[src/rtl/id_operand_stage.sv]
// id_operand_stage: decode-stage holding register with bypass operand resolution
// and load-use interlock.
module id_operand_stage #(
  parameter int XLEN = 32,
  parameter int NUM_BYP = 2,
  parameter int CNT_W = 16
) (
  input  logic                    clk,
  input  logic                    rst,
  input  logic                    in_valid,
  output logic                    in_ready,
  input  logic [XLEN-1:0]         in_pc,
  input  logic [31:0]             in_inst,
  input  logic                    flush,
  output logic [4:0]              rf_raddr1,
  output logic [4:0]              rf_raddr2,
  input  logic [XLEN-1:0]         rf_rdata1,
  input  logic [XLEN-1:0]         rf_rdata2,
  input  logic [NUM_BYP-1:0]      byp_valid,
  input  logic [NUM_BYP-1:0]      byp_pending,
  input  logic [5*NUM_BYP-1:0]    byp_waddr,
  input  logic [XLEN*NUM_BYP-1:0] byp_wdata,
  output logic                    out_valid,
  input  logic                    out_ready,
  output logic [XLEN-1:0]         out_pc,
  output logic [31:0]             out_inst,
  output logic [XLEN-1:0]         out_rs_val,
  output logic [XLEN-1:0]         out_rt_val,
  input  logic                    clr_cnt,
  output logic [CNT_W-1:0]        stall_cycles
);
  typedef enum logic [1:0] {EMPTY, VALID, STALL} state_t;
  state_t state, state_nx;
  logic [5:0] op, func;
  logic [4:0] rs, rt;
  logic uses_rs, uses_rt, rs_pend, rt_pend, hazard, capture, xfer;
  assign op = out_inst[31:26];
  assign func = out_inst[5:0];
  assign rs = out_inst[25:21];
  assign rt = out_inst[20:16];
  assign rf_raddr1 = rs;
  assign rf_raddr2 = rt;
  assign uses_rs = !(op == 6'b001111 || op == 6'b000010 || op == 6'b000011 ||
                     (op == 6'b000000 && (func == 6'b000000 || func == 6'b000010 || func == 6'b000011)));
  assign uses_rt = op == 6'b000000 || op == 6'b000100 || op == 6'b000101 || op[5:3] == 3'b101;
  // Walk oldest to youngest so the lowest-index match overrides.
  always_comb begin
    out_rs_val = rf_rdata1;
    out_rt_val = rf_rdata2;
    rs_pend = 1'b0;
    rt_pend = 1'b0;
    for (int i = NUM_BYP - 1; i >= 0; i--) begin
      if (byp_valid[i] && byp_waddr[5*i +: 5] == rs && rs != 5'd0) begin
        out_rs_val = byp_wdata[XLEN*i +: XLEN];
        rs_pend = byp_pending[i];
      end
      if (byp_valid[i] && byp_waddr[5*i +: 5] == rt && rt != 5'd0) begin
        out_rt_val = byp_wdata[XLEN*i +: XLEN];
        rt_pend = byp_pending[i];
      end
    end
  end
  assign hazard = (uses_rs && rs_pend) || (uses_rt && rt_pend);
  assign out_valid = state != EMPTY && !hazard;
  assign xfer = out_valid && out_ready;
  assign in_ready = state == EMPTY || xfer;
  assign capture = in_valid && in_ready && !flush;
  always_comb
    state_nx = flush ? EMPTY :
               capture ? VALID :
               (state == EMPTY || xfer) ? EMPTY :
               hazard ? STALL : VALID;
  always_ff @(posedge clk or negedge rst)
    if (!rst) begin
      state <= EMPTY;
      out_pc <= '0;
      out_inst <= '0;
      stall_cycles <= '0;
    end else begin
      state <= state_nx;
      if (capture) begin
        out_pc <= in_pc;
        out_inst <= in_inst;
      end
      if (clr_cnt) stall_cycles <= '0;
      else if (state != EMPTY && hazard && !(&stall_cycles)) stall_cycles <= stall_cycles + CNT_W'(1);
    end
endmodule

[config.mk]
export PLATFORM = sky130hd
export DESIGN_NAME = id_operand_stage
export DESIGN_NICKNAME = d
export VERILOG_FILES = /design/src/rtl/id_operand_stage.sv
export SDC_FILE = /design/constraint.sdc
export NUM_CORES = 1
export LEC_CHECK = 0
export ABC_AREA = 1
export ABC_CLOCK_PERIOD_IN_PS = 2600
export BUFFER_PORTS_ARGS = -buffer_cell sky130_fd_sc_hd__buf_2
export CAP_MARGIN = 20
export CORE_AREA = 2 2 143 145
export CTS_CLUSTER_SIZE = 40
export DETAILED_ROUTE_END_ITERATION = 8
export DIE_AREA = 0 0 145 147
export PLACE_DENSITY_LB_ADDON = 0.15
export SETUP_SLACK_MARGIN = 0.4
export SYNTH_ARGS = -nofsm -noshare
export SYNTH_HDL_FRONTEND = slang
export SYNTH_SLANG_ARGS = --single-unit
[constraint.sdc]
create_clock -name clk -period 2.6 [get_ports clk]
set_clock_uncertainty 0.2 [all_clocks]
set_input_delay 0.26 -clock clk [delete_from_list [all_inputs] [get_ports clk]]
set_output_delay 0.26 -clock clk [all_outputs]
set_load 0.02 [all_outputs]
==> flow_summary.yaml, run 1 <==
global_route:
  top_usage_layer: "met2"
  number_of_global_route_vias_before_repair: 7451
  largest_net_degree_at_the_start_of_global_routing: 66
  grt_use_met2_pct: 43.9
  first_pass_grt_wire_length_um: 40500
  groute.usage.overall_pct: 23.8
  use_met1_pct: 27.7
  grt_overflow: 0
  number_of_antenna_violations_at_the_first_check_in_global_routing: 4
  global_route.usage.met3_pct: 4.50
synth:
  postSynthNetCount: 1071
  synth_top_area_cell: "sky130_fd_sc_hd__dfrtp_1"
  synth_enable_flop_cells: 0
  mappedNetlistArea_um2: 5970
  top_flip_flop_cell_by_instance_count_after_synthesis: "sky130_fd_sc_hd__dfrtp_1"
  ys_async_sr_fraction_pct: 100
  synthesis_stage_register_bit_count: 82
  synth.yosys.warnings: 0
  netlist_top_cells_area: "sky130_fd_sc_hd__dfrtp_1 34%, sky130_fd_sc_hd__nand2_1 17%, sky130_fd_sc_hd__o211ai_1 8.3%"
  syn_inst: 858
  synth_common_cells: "266 x sky130_fd_sc_hd__nand2_1, 98 x sky130_fd_sc_hd__inv_1, 82 x sky130_fd_sc_hd__dfrtp_1, 69 x sky130_fd_sc_hd__o21ai_0"
  synth-seq-area-share_pct: 34.4
  yosys.cell_types.count: 29
  syn_avg_cell_area_um2: 6.96
  synth_top_area_share_pct: 34.4
  synth.most_common_cell: "sky130_fd_sc_hd__nand2_1"
clocking:
  numClockSinks: 82
  cts_htree_levels: 3
  root_buffer: "sky130_fd_sc_hd__clkbuf_16"
  clkTransAtPathRegs_ns: 0.07
  insertion_delay_ns: 0.34
  cts_made_buffers: 9
  cts_tree: "yes"
  ctsLongestPathBuffers: 2
cells_and_area:
  final_core_utilization_pct: 53.5
  area_of_all_placed_cells_without_fillers_um2: 10600
  fillcell_total: 1949
  final_net_count: 1528
  syn_to_final_growth_pct: 77.8
  layoutNonFillerInstCount: 1593
  layout-drive-gt1-share_pct: 47.1
power_and_ir_drop:
  fin_total_pwr_mw: 5.11
  switching_power_mw: 1.93
  seq_power_share_pct: 31.6
  power-per-cell-area_nw_per_um2: 481
  clock_power_share_pct: 27.7
  sw_frac_of_total_pct: 37.7
  static-leakage-power_nw: 5.55
  vdd.ir_drop.worst_v: 0.000395
  internal_power_mw: 3.19
  combPwrFrac_pct: 40.7
critical_path:
  crit_path_start: "out_inst[19]$_DFFE_PN0P_"
  cp_data_arrival_time_ns: 2.12
  worstReg2RegStart: "out_inst[19]$_DFFE_PN0P_"
  timing.critical_path.to_type: "output port"
  crit-reg2reg-capture: "out_inst[19]$_DFFE_PN0P_"
  setup_slack_on_the_worst_flop_to_flop_path_ns: 0.28
  timing.setup.critical_path_class: "reg -> out"
  setup.worst_path.end: "out_rt_val[2]"
  worst_path_required_ns: 2.14
  setup.worst_path.start_class: "register"
  critical_path.max_fanout: 8
  reg2reg_depth: 15
timing:
  period_minus_slack_ns: 2.58
  relSlewSlack_pct: 50.7
  slew_violations: 0
  worst_setup_slack_after_layout_ns: 0.0223
  tightestPinTransition_ns: 0.740
  hold_ws_ns: 0.161
  finalSetupTns_ns: 0
  final-hold-violation-count: 0
  setup_viol: 0
  layout_worst_path_cycle_share_pct: 99.1
  unrepaired_setup_endpoints_after_global_routing: "yes"
  fmaxAchievable_mhz: 388
run_status:
  run_status: "finished clean"
floorplan:
  floorplan.initialDensity_pct: 30.1
  fp-row-count: 52
  boundaryPins: 368
  die_height_um: 147
  core_um2: 19800
  die_width_um: 145
  die-area_um2: 21300
placement:
  placed_cells_incl_taps: 1444
  postPlaceCellArea_um2: 7960
  dp_worst_setup_slack_ns: -0.0110
  gp_congestion: 0.904
  hpwl_um: 17800
  port_buffers: 367
route:
  via_per_instance_ratio: 4.87
  drtIter0Drc: 412
  post-route-drc-count: 0
  wl_per_cell_um: 17.8
  detail_route.first_pass.iterations: 5
  routed_wirelength_um: 28300
  detail-route-antenna-nets: 0
  number_of_vias_after_detailed_routing: 7755
hold_path:
  hold_path_startpoint: "out_ready"
  min_path_type: "in -> reg"
flow_run:
  cap_viol_max_count: 0
[power groups by stage]
stage | Combinational [mW] | Sequential, mW | Clock, mW
floorplan | 0.764 | 1.80 | 0
global placement | 1.56 | 1.62 | 0
detailed placement | 1.57 | 1.62 | 0
CTS | 1.83 | 1.59 | 1.44
global route | 2.23 | 1.64 | 1.50
finish | 2.08 | 1.62 | 1.42
[cells in the final DEF (no fill, tap or decap), types with 13 or more instances in the layout]
cell type / netlist / layout
sky130_fd_sc_hd__inv_1: 98 / 92
sky130_fd_sc_hd__nand3_1: 17 / 13
sky130_fd_sc_hd__nand4_1: 66 / 66
sky130_fd_sc_hd__buf_4: 11 / 65
sky130_fd_sc_hd__clkbuf_16: 0 / 22
sky130_fd_sc_hd__nor2_1: 37 / 32
sky130_fd_sc_hd__o21ai_0: 69 / 28
sky130_fd_sc_hd__o211ai_1: 66 / 66
sky130_fd_sc_hd__nand2_1: 266 / 191
sky130_fd_sc_hd__o21ai_1: 7 / 46
sky130_fd_sc_hd__dfrtp_1: 82 / 73
sky130_fd_sc_hd__dlygate4sd3_1: 0 / 66
sky130_fd_sc_hd__nand2_4: 14 / 33
sky130_fd_sc_hd__buf_2: 8 / 330
sky130_fd_sc_hd__nand2_2: 21 / 72
[sequential cells by signal, summed over array words and instances (netlist names)]
name	flops
out_pc	32
state	2
out_inst	32
stall_cycles	16
[worst max-delay path: stages, from the launching register on]
cell and delay (ns):
sky130_fd_sc_hd__dfrtp_2 0.44, sky130_fd_sc_hd__buf_6 0.13, sky130_fd_sc_hd__a21oi_2 0.11, sky130_fd_sc_hd__nand2_1 0.09
sky130_fd_sc_hd__nor2_4 0.19, sky130_fd_sc_hd__nand2_8 0.12, sky130_fd_sc_hd__buf_12 0.15, sky130_fd_sc_hd__buf_16 0.13
sky130_fd_sc_hd__o211ai_1 0.09, sky130_fd_sc_hd__o21ai_1 0.13, sky130_fd_sc_hd__buf_4 0.18
[cell type report]
cell class | instances | area, um^2 | share of cell area, %
repair buffers | 514 | 3890 | 36.6
multi-input cells | 600 | 3580 | 33.7
flip-flops and latches | 82 | 2060 | 19.4
inverters | 108 | 420 | 3.96
well taps | 270 | 338 | 3.18
clock buffers | 9 | 225 | 2.12
clock inverters | 7 | 98.8 | 0.931
diodes | 3 | 7.51 | 0.0707
[logic make-up after synthesis]
group	synth area share (%)
DFF	34.4
AOI/OAI and AO/OA	15.3
and+or+nand+nor	33.6
xor gates and xnor gates	2.64
buffers and inverters	13.8
adders and majority gates	0.209
[worst min path at each step]
stage / endpoint / cells after the start
after floorplan: out_inst[0]$_DFFE_PN0P_ / 0
after global placement: stall_cycles[3]$_DFFE_PN0P_ / 1
after detailed placement: out_pc[24]$_DFFE_PN0P_ / 1
after CTS: state[0]$_DFF_PN0_ / 4
after global routing: stall_cycles[3]$_DFFE_PN0P_ / 4
final: state[0]$_DFF_PN0_ / 4
[per-layer routing]
layer  vias up  wire length, um
met5         -               13
li1       3741                -
met4         2              919
met2       315            15000
met3        59             1550
met1      3638            10900
[what timing repair did]
action,in CTS,in global routing
cloned,12,16
hold buffers,66,0
pin swaps,14,43
endpoints found under the setup margin,146,146
hold endpoints to repair,98,0
gates resized for setup,76,184
buffers inserted,26,10
Power figures use the tool's default switching activity.
==> run 2, diff against run 1 <==
--- a/config.mk
+++ b/config.mk
@@ -6,7 +6,7 @@
 export NUM_CORES = 1
 export LEC_CHECK = 0
 export ABC_AREA = 1
-export ABC_CLOCK_PERIOD_IN_PS = 2600
+export ABC_CLOCK_PERIOD_IN_PS = 2700
 export BUFFER_PORTS_ARGS = -buffer_cell sky130_fd_sc_hd__buf_2
 export CAP_MARGIN = 20
 export CORE_AREA = 2 2 143 145
==> constraint.sdc (replaced) <==
create_clock -name clk -period 2.7 [get_ports clk]
set_clock_uncertainty 0.2 [all_clocks]
set_input_delay 0.27 -clock clk [delete_from_list [all_inputs] [get_ports clk]]
set_output_delay 0.27 -clock clk [all_outputs]
set_load 0.02 [all_outputs]
==> run 2 against run 1 <==
Effect of this change:
- clock power is 4% lower
- core utilization is 2.8 points lower
- setup slack better by 0.073 ns
- sequential cell count stayed put
- via count is 0.90% lower
- sequential share of layout area is 1.0 points higher
- design area is 5.3% lower
- critical path depth is 2 higher
- power is 7.3% lower
- first-iteration DRC count is 37% lower
- largest cell class unchanged
- largest power group unchanged
==> flow_summary.yaml, run 2 (synthesis results as in run 1) <==
route:
  post-route-drc-count: 0
  via_per_instance_ratio: 4.86
  wl_per_cell_um: 17.2
  detail_route.first_pass.iterations: 6
  number_of_vias_after_detailed_routing: 7685
  detail-route-antenna-nets: 0
  routed_wirelength_um: 27200
  drtIter0Drc: 259
cells_and_area:
  layout-drive-gt1-share_pct: 42.3
  area_of_all_placed_cells_without_fillers_um2: 10100
  final_net_count: 1511
  mostFrequentLayoutCell: "sky130_fd_sc_hd__buf_2"
  layoutNonFillerInstCount: 1582
  most-common-layout-cells: "330 x sky130_fd_sc_hd__buf_2, 241 x sky130_fd_sc_hd__nand2_1, 93 x sky130_fd_sc_hd__inv_1"
  syn_to_final_growth_pct: 68.4
  top_regs: "out_inst x32, out_pc x32, stall_cycles x16"
  fillcell_total: 1922
clocking:
  root_buffer: "sky130_fd_sc_hd__clkbuf_16"
  insertion_delay_ns: 0.34
  numClockSinks: 82
  cts_tree: "yes"
  clkTransAtPathRegs_ns: 0.07
  cts_htree_levels: 3
  cts_made_buffers: 9
  ctsLongestPathBuffers: 2
power_and_ir_drop:
  sw_frac_of_total_pct: 37.0
  combPwrFrac_pct: 39.2
  vdd.ir_drop.worst_v: 0.000328
  seq_power_share_pct: 32.2
  clock_power_share_pct: 28.6
  internal_power_mw: 2.99
  switching_power_mw: 1.75
  static-leakage-power_nw: 5.35
  power-per-cell-area_nw_per_um2: 471
timing:
  period_minus_slack_ns: 2.61
  setup_viol: 0
  layout_worst_path_cycle_share_pct: 96.5
  unrepaired_setup_endpoints_after_global_routing: "yes"
  final-hold-violation-count: 0
  worst_setup_slack_after_layout_ns: 0.0950
  relSlewSlack_pct: 50.0
  finalSetupTns_ns: 0
  slew_violations: 0
  fmaxAchievable_mhz: 384
  tightestPinTransition_ns: 0.749
floorplan:
  fp-row-count: 52
  die_width_um: 145
  core_um2: 19800
  die_height_um: 147
  die-area_um2: 21300
  boundaryPins: 368
  floorplan.initialDensity_pct: 30.1
global_route:
  first_pass_grt_wire_length_um: 41000
  groute.usage.overall_pct: 24.0
  number_of_antenna_violations_at_the_first_check_in_global_routing: 11
  largest_net_degree_at_the_start_of_global_routing: 66
  grt_overflow: 0
  number_of_global_route_vias_before_repair: 7551
placement:
  port_buffers: 367
  hpwl_um: 17300
  dp_worst_setup_slack_ns: 0.270
  gp_congestion: 0.894
  placed_cells_incl_taps: 1445
  postPlaceCellArea_um2: 7960
critical_path:
  critical_path.max_fanout: 8
  timing.critical_path.to_type: "output port"
  path_cells: "nor2_1, nand2_1, nor2_4, nor2_4, nand2_2, inv_8, buf_12, buf_16, nand2_4, o211ai_1, o21ai_1, buf_4"
  worst_path_max_delay_cell: "sky130_fd_sc_hd__dfrtp_2"
  crit_family: "simple AND/OR/NAND/NOR gates"
  worst_path_required_ns: 2.23
  setup.worst_path.start_class: "register"
  buf_inv_stages_crit_path: 4
  timing.critical_path.mode_cell: "sky130_fd_sc_hd__nor2_4"
  cp_data_arrival_time_ns: 2.14
  slowest_delay_ns: 0.45
  timing.setup.critical_path_class: "reg -> out"
flow_run:
  cap_viol_max_count: 0
run_status:
  run_status: "finished clean"
hold_path:
  min_path_type: "in -> reg"
-- run 2: changes by cell type in the layout (fill, tap and decap cells not counted), moves of 6 or more --
cell / change
sky130_fd_sc_hd__nand2_4: -8
sky130_fd_sc_hd__clkbuf_16: -10
sky130_fd_sc_hd__diode_2: +6
sky130_fd_sc_hd__nand2_1: +50
sky130_fd_sc_hd__o21ai_1: +11
sky130_fd_sc_hd__nand2_2: -35
sky130_fd_sc_hd__o21ai_0: -10
-- run 2: worst register-to-register path: cells and delay by family (launching register included) --
kind / cells / cell delay (ns)
simple gates: 11 / 1.14
flops: 1 / 0.45
buf+inv: 3 / 0.48
-- run 2: cell type report --
cell class                      count  area, um^2  share of cell area [%]
Timing Repair Buffer              495        3560                    35.4
Multi-Input combinational cell    602        3330                    33.1
Sequential cell                    82        2060                    20.5
Inverter                          108         420                    4.18
Tap cell                          270         338                    3.36
Clock buffer                        9         225                    2.24
Clock inverter                      7         101                    1.01
Antenna cell                        9        22.5                   0.224
-- run 2: stage by stage --
| stage | hold slack, ns | power (mW) | utilization (%) |
|---|---|---|---|
| 6_report | 0.00944 | 4.74 | 50.7 |
| 4_1_cts | 0.00194 | 4.71 | 49.5 |
| 3_5_place_dp | 0.0537 | 3.05 | 40.1 |
| 2_1_floorplan | -0.226 | 2.47 | - |
| 3_3_place_gp | 0.0536 | 3.05 | 40.1 |
| 5_1_grt | 0.00498 | 4.99 | 50.7 |
-- run 2: final timing paths --
path	from	endpoint	slack [ns]	cells after the start
max	out_inst[22]$_DFFE_PN0P_	out_rs_val[11]	0.09	12
min reg2reg	out_inst[15]$_DFFE_PN0P_	out_inst[15]$_DFFE_PN0P_	0.27	2
max in group asynchronous	rst	out_pc[2]$_DFFE_PN0P_	1.47	3
min in group asynchronous	rst	stall_cycles[0]$_DFFE_PN0P_	0.24	2
min	in_pc[22]	out_pc[22]$_DFFE_PN0P_	0.009	3
max reg2reg	out_inst[22]$_DFFE_PN0P_	out_pc[17]$_DFFE_PN0P_	0.34	14
-- run 2: metal layers --
layer | vias to the layer above | part of all wire [%] | track usage [%] | wire length (um)
li1 | 3705 | - | - | -
met2 | 349 | 50 | 42.1 | 13600
met5 | - | 0.048 | 0 | 13
met1 | 3556 | 39 | 28.0 | 10500
met4 | 2 | 4.5 | 12.4 | 1230
met3 | 73 | 6.7 | 4.66 | 1820
-- run 2: power groups by stage --
stage               logic (mW)  registers, mW  clock network, mW
floorplan                0.736           1.73                  0
detailed placement        1.50           1.55                  0
CTS                       1.81           1.52               1.39
global route              2.01           1.55               1.44
global placement          1.51           1.55                  0
finish                    1.86           1.52               1.36
-- run 2: what timing repair did --
item | in CTS | in global routing
cloned | 14 | 4
hold buffers | 63 | 0
buffers inserted | 26 | 5
endpoints found under the setup margin | 145 | 146
endpoints found under the hold margin | 92 | 0
resized for setup | 149 | 31
pin swaps | 21 | 11
==> run 3, diff against run 2 <==
--- a/config.mk
+++ b/config.mk
@@ -6,15 +6,16 @@
 export NUM_CORES = 1
 export LEC_CHECK = 0
 export ABC_AREA = 1
-export ABC_CLOCK_PERIOD_IN_PS = 2700
+export ABC_CLOCK_PERIOD_IN_PS = 3100
 export BUFFER_PORTS_ARGS = -buffer_cell sky130_fd_sc_hd__buf_2
 export CAP_MARGIN = 20
-export CORE_AREA = 2 2 143 145
+export CORE_AREA = 2 2 145 147
 export CTS_CLUSTER_SIZE = 40
 export DETAILED_ROUTE_END_ITERATION = 8
-export DIE_AREA = 0 0 145 147
+export DIE_AREA = 0 0 147 149
 export PLACE_DENSITY_LB_ADDON = 0.15
 export SETUP_SLACK_MARGIN = 0.4
+export SKIP_CTS_REPAIR_TIMING = 1
 export SYNTH_ARGS = -nofsm -noshare
 export SYNTH_HDL_FRONTEND = slang
 export SYNTH_SLANG_ARGS = --single-unit
==> constraint.sdc (replaced) <==
create_clock -name clk -period 3.1 [get_ports clk]
set_clock_uncertainty 0.2 [all_clocks]
set_input_delay 0.31 -clock clk [delete_from_list [all_inputs] [get_ports clk]]
set_output_delay 0.31 -clock clk [all_outputs]
set_load 0.02 [all_outputs]
==> run 3 against run 2 <==
Effect of this change:
- final cell count is 4.9% lower
- via count down 7.2%
- clock-buffer cell count grew 1
- routed wire length down 4.7%
- highest routed layer unchanged
==> flow_summary.yaml, run 3 (synthesis results as in run 1) <==
global_route:
  largest_net_degree_at_the_start_of_global_routing: 66
  number_of_global_route_vias_before_repair: 6317
  grt_overflow: 0
  first_pass_grt_wire_length_um: 34700
  number_of_antenna_violations_at_the_first_check_in_global_routing: 9
  groute.usage.overall_pct: 20.0
route:
  routed_wirelength_um: 25900
  wirelength_met1_um: 10100
  drtIter0Drc: 303
  number_of_vias_after_detailed_routing: 7131
  wl_met3_um: 2060
  detailroute.wirelength.met2_um: 13100
  detail_route.first_pass.iterations: 4
  highest-signal-layer: "met5"
  wl_per_cell_um: 17.2
  post-route-drc-count: 0
  detail-route-antenna-nets: 0
  via_per_instance_ratio: 4.74
hold_path:
  min_path_type: "in -> reg"
  hold_path_startpoint: "in_inst[19]"
  worstHoldPathCells: 3
  worst_hold_path_ep: "out_inst[19]$_DFFE_PN0P_"
critical_path:
  crit_path_start: "out_inst[22]$_DFFE_PN0P_"
  setup_slack_on_the_worst_flop_to_flop_path_ns: 0.44
  worst_path_required_ns: 3.11
  cp_data_arrival_time_ns: 2.67
  buf_inv_stages_crit_path: 1
  timing.setup.critical_path_class: "reg -> reg"
  slowest_delay_ns: 0.51
  path_cells: "nor2_2, nand2_1, nor2_2, buf_4, nor2_2, nand2_2, nand2_1, nand2_4, nand2_4, nand2_4, nand4_2, nand2_1, nand2_1"
  setup.worst_path.start_class: "register"
  worst_path_max_delay_cell: "sky130_fd_sc_hd__nand4_2"
  crit-reg2reg-capture: "out_inst[21]$_DFFE_PN0P_"
  reg2reg_depth: 13
  critical_path.max_fanout: 17
  timing.critical_path.mode_cell: "sky130_fd_sc_hd__nand2_1"
  crit_family: "simple AND/OR/NAND/NOR gates"
  timing.critical_path.to_type: "register"
  worstReg2RegStart: "out_inst[22]$_DFFE_PN0P_"
floorplan:
  boundaryPins: 368
  die_height_um: 149
  floorplan.initialDensity_pct: 29.1
  die_width_um: 147
  core_um2: 20600
  fp-row-count: 53
  die-area_um2: 21900
cells_and_area:
  layoutNonFillerInstCount: 1504
  top_regs: "out_inst x32, out_pc x32, stall_cycles x16"
  mostFrequentLayoutCell: "sky130_fd_sc_hd__buf_2"
  syn_to_final_growth_pct: 47.5
  area_of_all_placed_cells_without_fillers_um2: 8810
  final_net_count: 1431
  most-common-layout-cells: "355 x sky130_fd_sc_hd__buf_2, 260 x sky130_fd_sc_hd__nand2_1, 94 x sky130_fd_sc_hd__inv_1"
  fillcell_total: 2223
  layout-drive-gt1-share_pct: 41.8
timing:
  final-hold-violation-count: 0
  period_minus_slack_ns: 2.66
  layout_worst_path_cycle_share_pct: 85.7
  relSlewSlack_pct: 50.6
  slew_violations: 0
  unrepaired_setup_endpoints_after_global_routing: "yes"
  fmaxAchievable_mhz: 377
  finalSetupTns_ns: 0
  tightestPinTransition_ns: 0.741
  setup_viol: 0
power_and_ir_drop:
  vdd.ir_drop.worst_v: 0.000312
  static-leakage-power_nw: 4.78
  fin_total_pwr_mw: 3.84
  power-per-cell-area_nw_per_um2: 436
clocking:
  numClockSinks: 82
  clkTransAtPathRegs_ns: 0.06
  cts_htree_levels: 3
  ctsLongestPathBuffers: 2
  insertion_delay_ns: 0.34
  cts_made_buffers: 9
  root_buffer: "sky130_fd_sc_hd__clkbuf_16"
  cts_tree: "yes"
placement:
  hpwl_um: 17700
  port_buffers: 367
  postPlaceCellArea_um2: 7900
  gp_congestion: 0.898
  placed_cells_incl_taps: 1446
flow_run:
  cap_viol_max_count: 0
run_status:
  run_status: "finished clean"
## run 3: changes by cell type in the layout (fill, tap and decap cells not counted), moves of 13 or more
| cell | previous run | this run |
|---|---|---|
| sky130_fd_sc_hd__o21ai_1 | 57 | 31 |
| sky130_fd_sc_hd__buf_2 | 330 | 355 |
| sky130_fd_sc_hd__buf_4 | 65 | 34 |
| sky130_fd_sc_hd__dlygate4sd3_1 | 63 | 2 |
| sky130_fd_sc_hd__buf_16 | 13 | 0 |
| sky130_fd_sc_hd__o21ai_0 | 18 | 44 |
| sky130_fd_sc_hd__nand2_1 | 241 | 260 |
## run 3: per-stage QoR
| stage | setup WS (ns) | utilization, % | hold slack [ns] |
|---|---|---|---|
| after floorplan | 0.817 | - | -0.186 |
| after global placement | 0.383 | 38.4 | 0.223 |
| after detailed placement | 0.391 | 38.4 | 0.213 |
| after CTS | 0.171 | 39.8 | -0.152 |
| after global routing | 0.296 | 42.8 | 0.0206 |
| final | 0.444 | 42.8 | 0.0179 |
## run 3: final cells by class
cell class	count	area [um^2]	area share (%)
antenna	7	17.5	0.199
clock buffer	10	239	2.71
clock inverter	5	55.1	0.625
inverter	108	415	4.72
multi-input combinational	601	3150	35.8
sequential	82	2070	23.5
tap	275	344	3.91
timing repair buffer	416	2520	28.6
## run 3: where the power goes
part / leakage [nW] / switching (mW) / total, mW / internal (mW)
clock: 0.140 / 0.431 / 1.07 / 0.639
sequential: 1.03 / 0.129 / 1.34 / 1.21
combinational: 3.62 / 0.873 / 1.43 / 0.553
total: 4.78 / 1.43 / 3.84 / 2.40
## run 3: how the worst max path moves through the flow
stage          slack (ns)  depth (start not counted)                          end
2_1_floorplan        0.82                         10                out_rt_val[0]
3_3_place_gp         0.38                         13  stall_cycles[1]$_DFFE_PN0P_
3_5_place_dp         0.39                         13     out_inst[12]$_DFFE_PN0P_
4_1_cts              0.17                         10               out_rt_val[25]
5_1_grt              0.30                         13     out_inst[20]$_DFFE_PN0P_
6_report             0.44                         13     out_inst[21]$_DFFE_PN0P_
## run 3: worst min-delay path: stages
cell and delay (ns):
sky130_fd_sc_hd__buf_2 0.09, sky130_fd_sc_hd__nand4_1 0.07, sky130_fd_sc_hd__nand2_1 0.05
## run 3: per-layer routing
layer / up-vias / global-route usage, %
met5: - / 0
met1: 3276 / 24.3
met4: 4 / 5.63
met2: 277 / 35.1
li1: 3534 / -
met3: 40 / 5.47
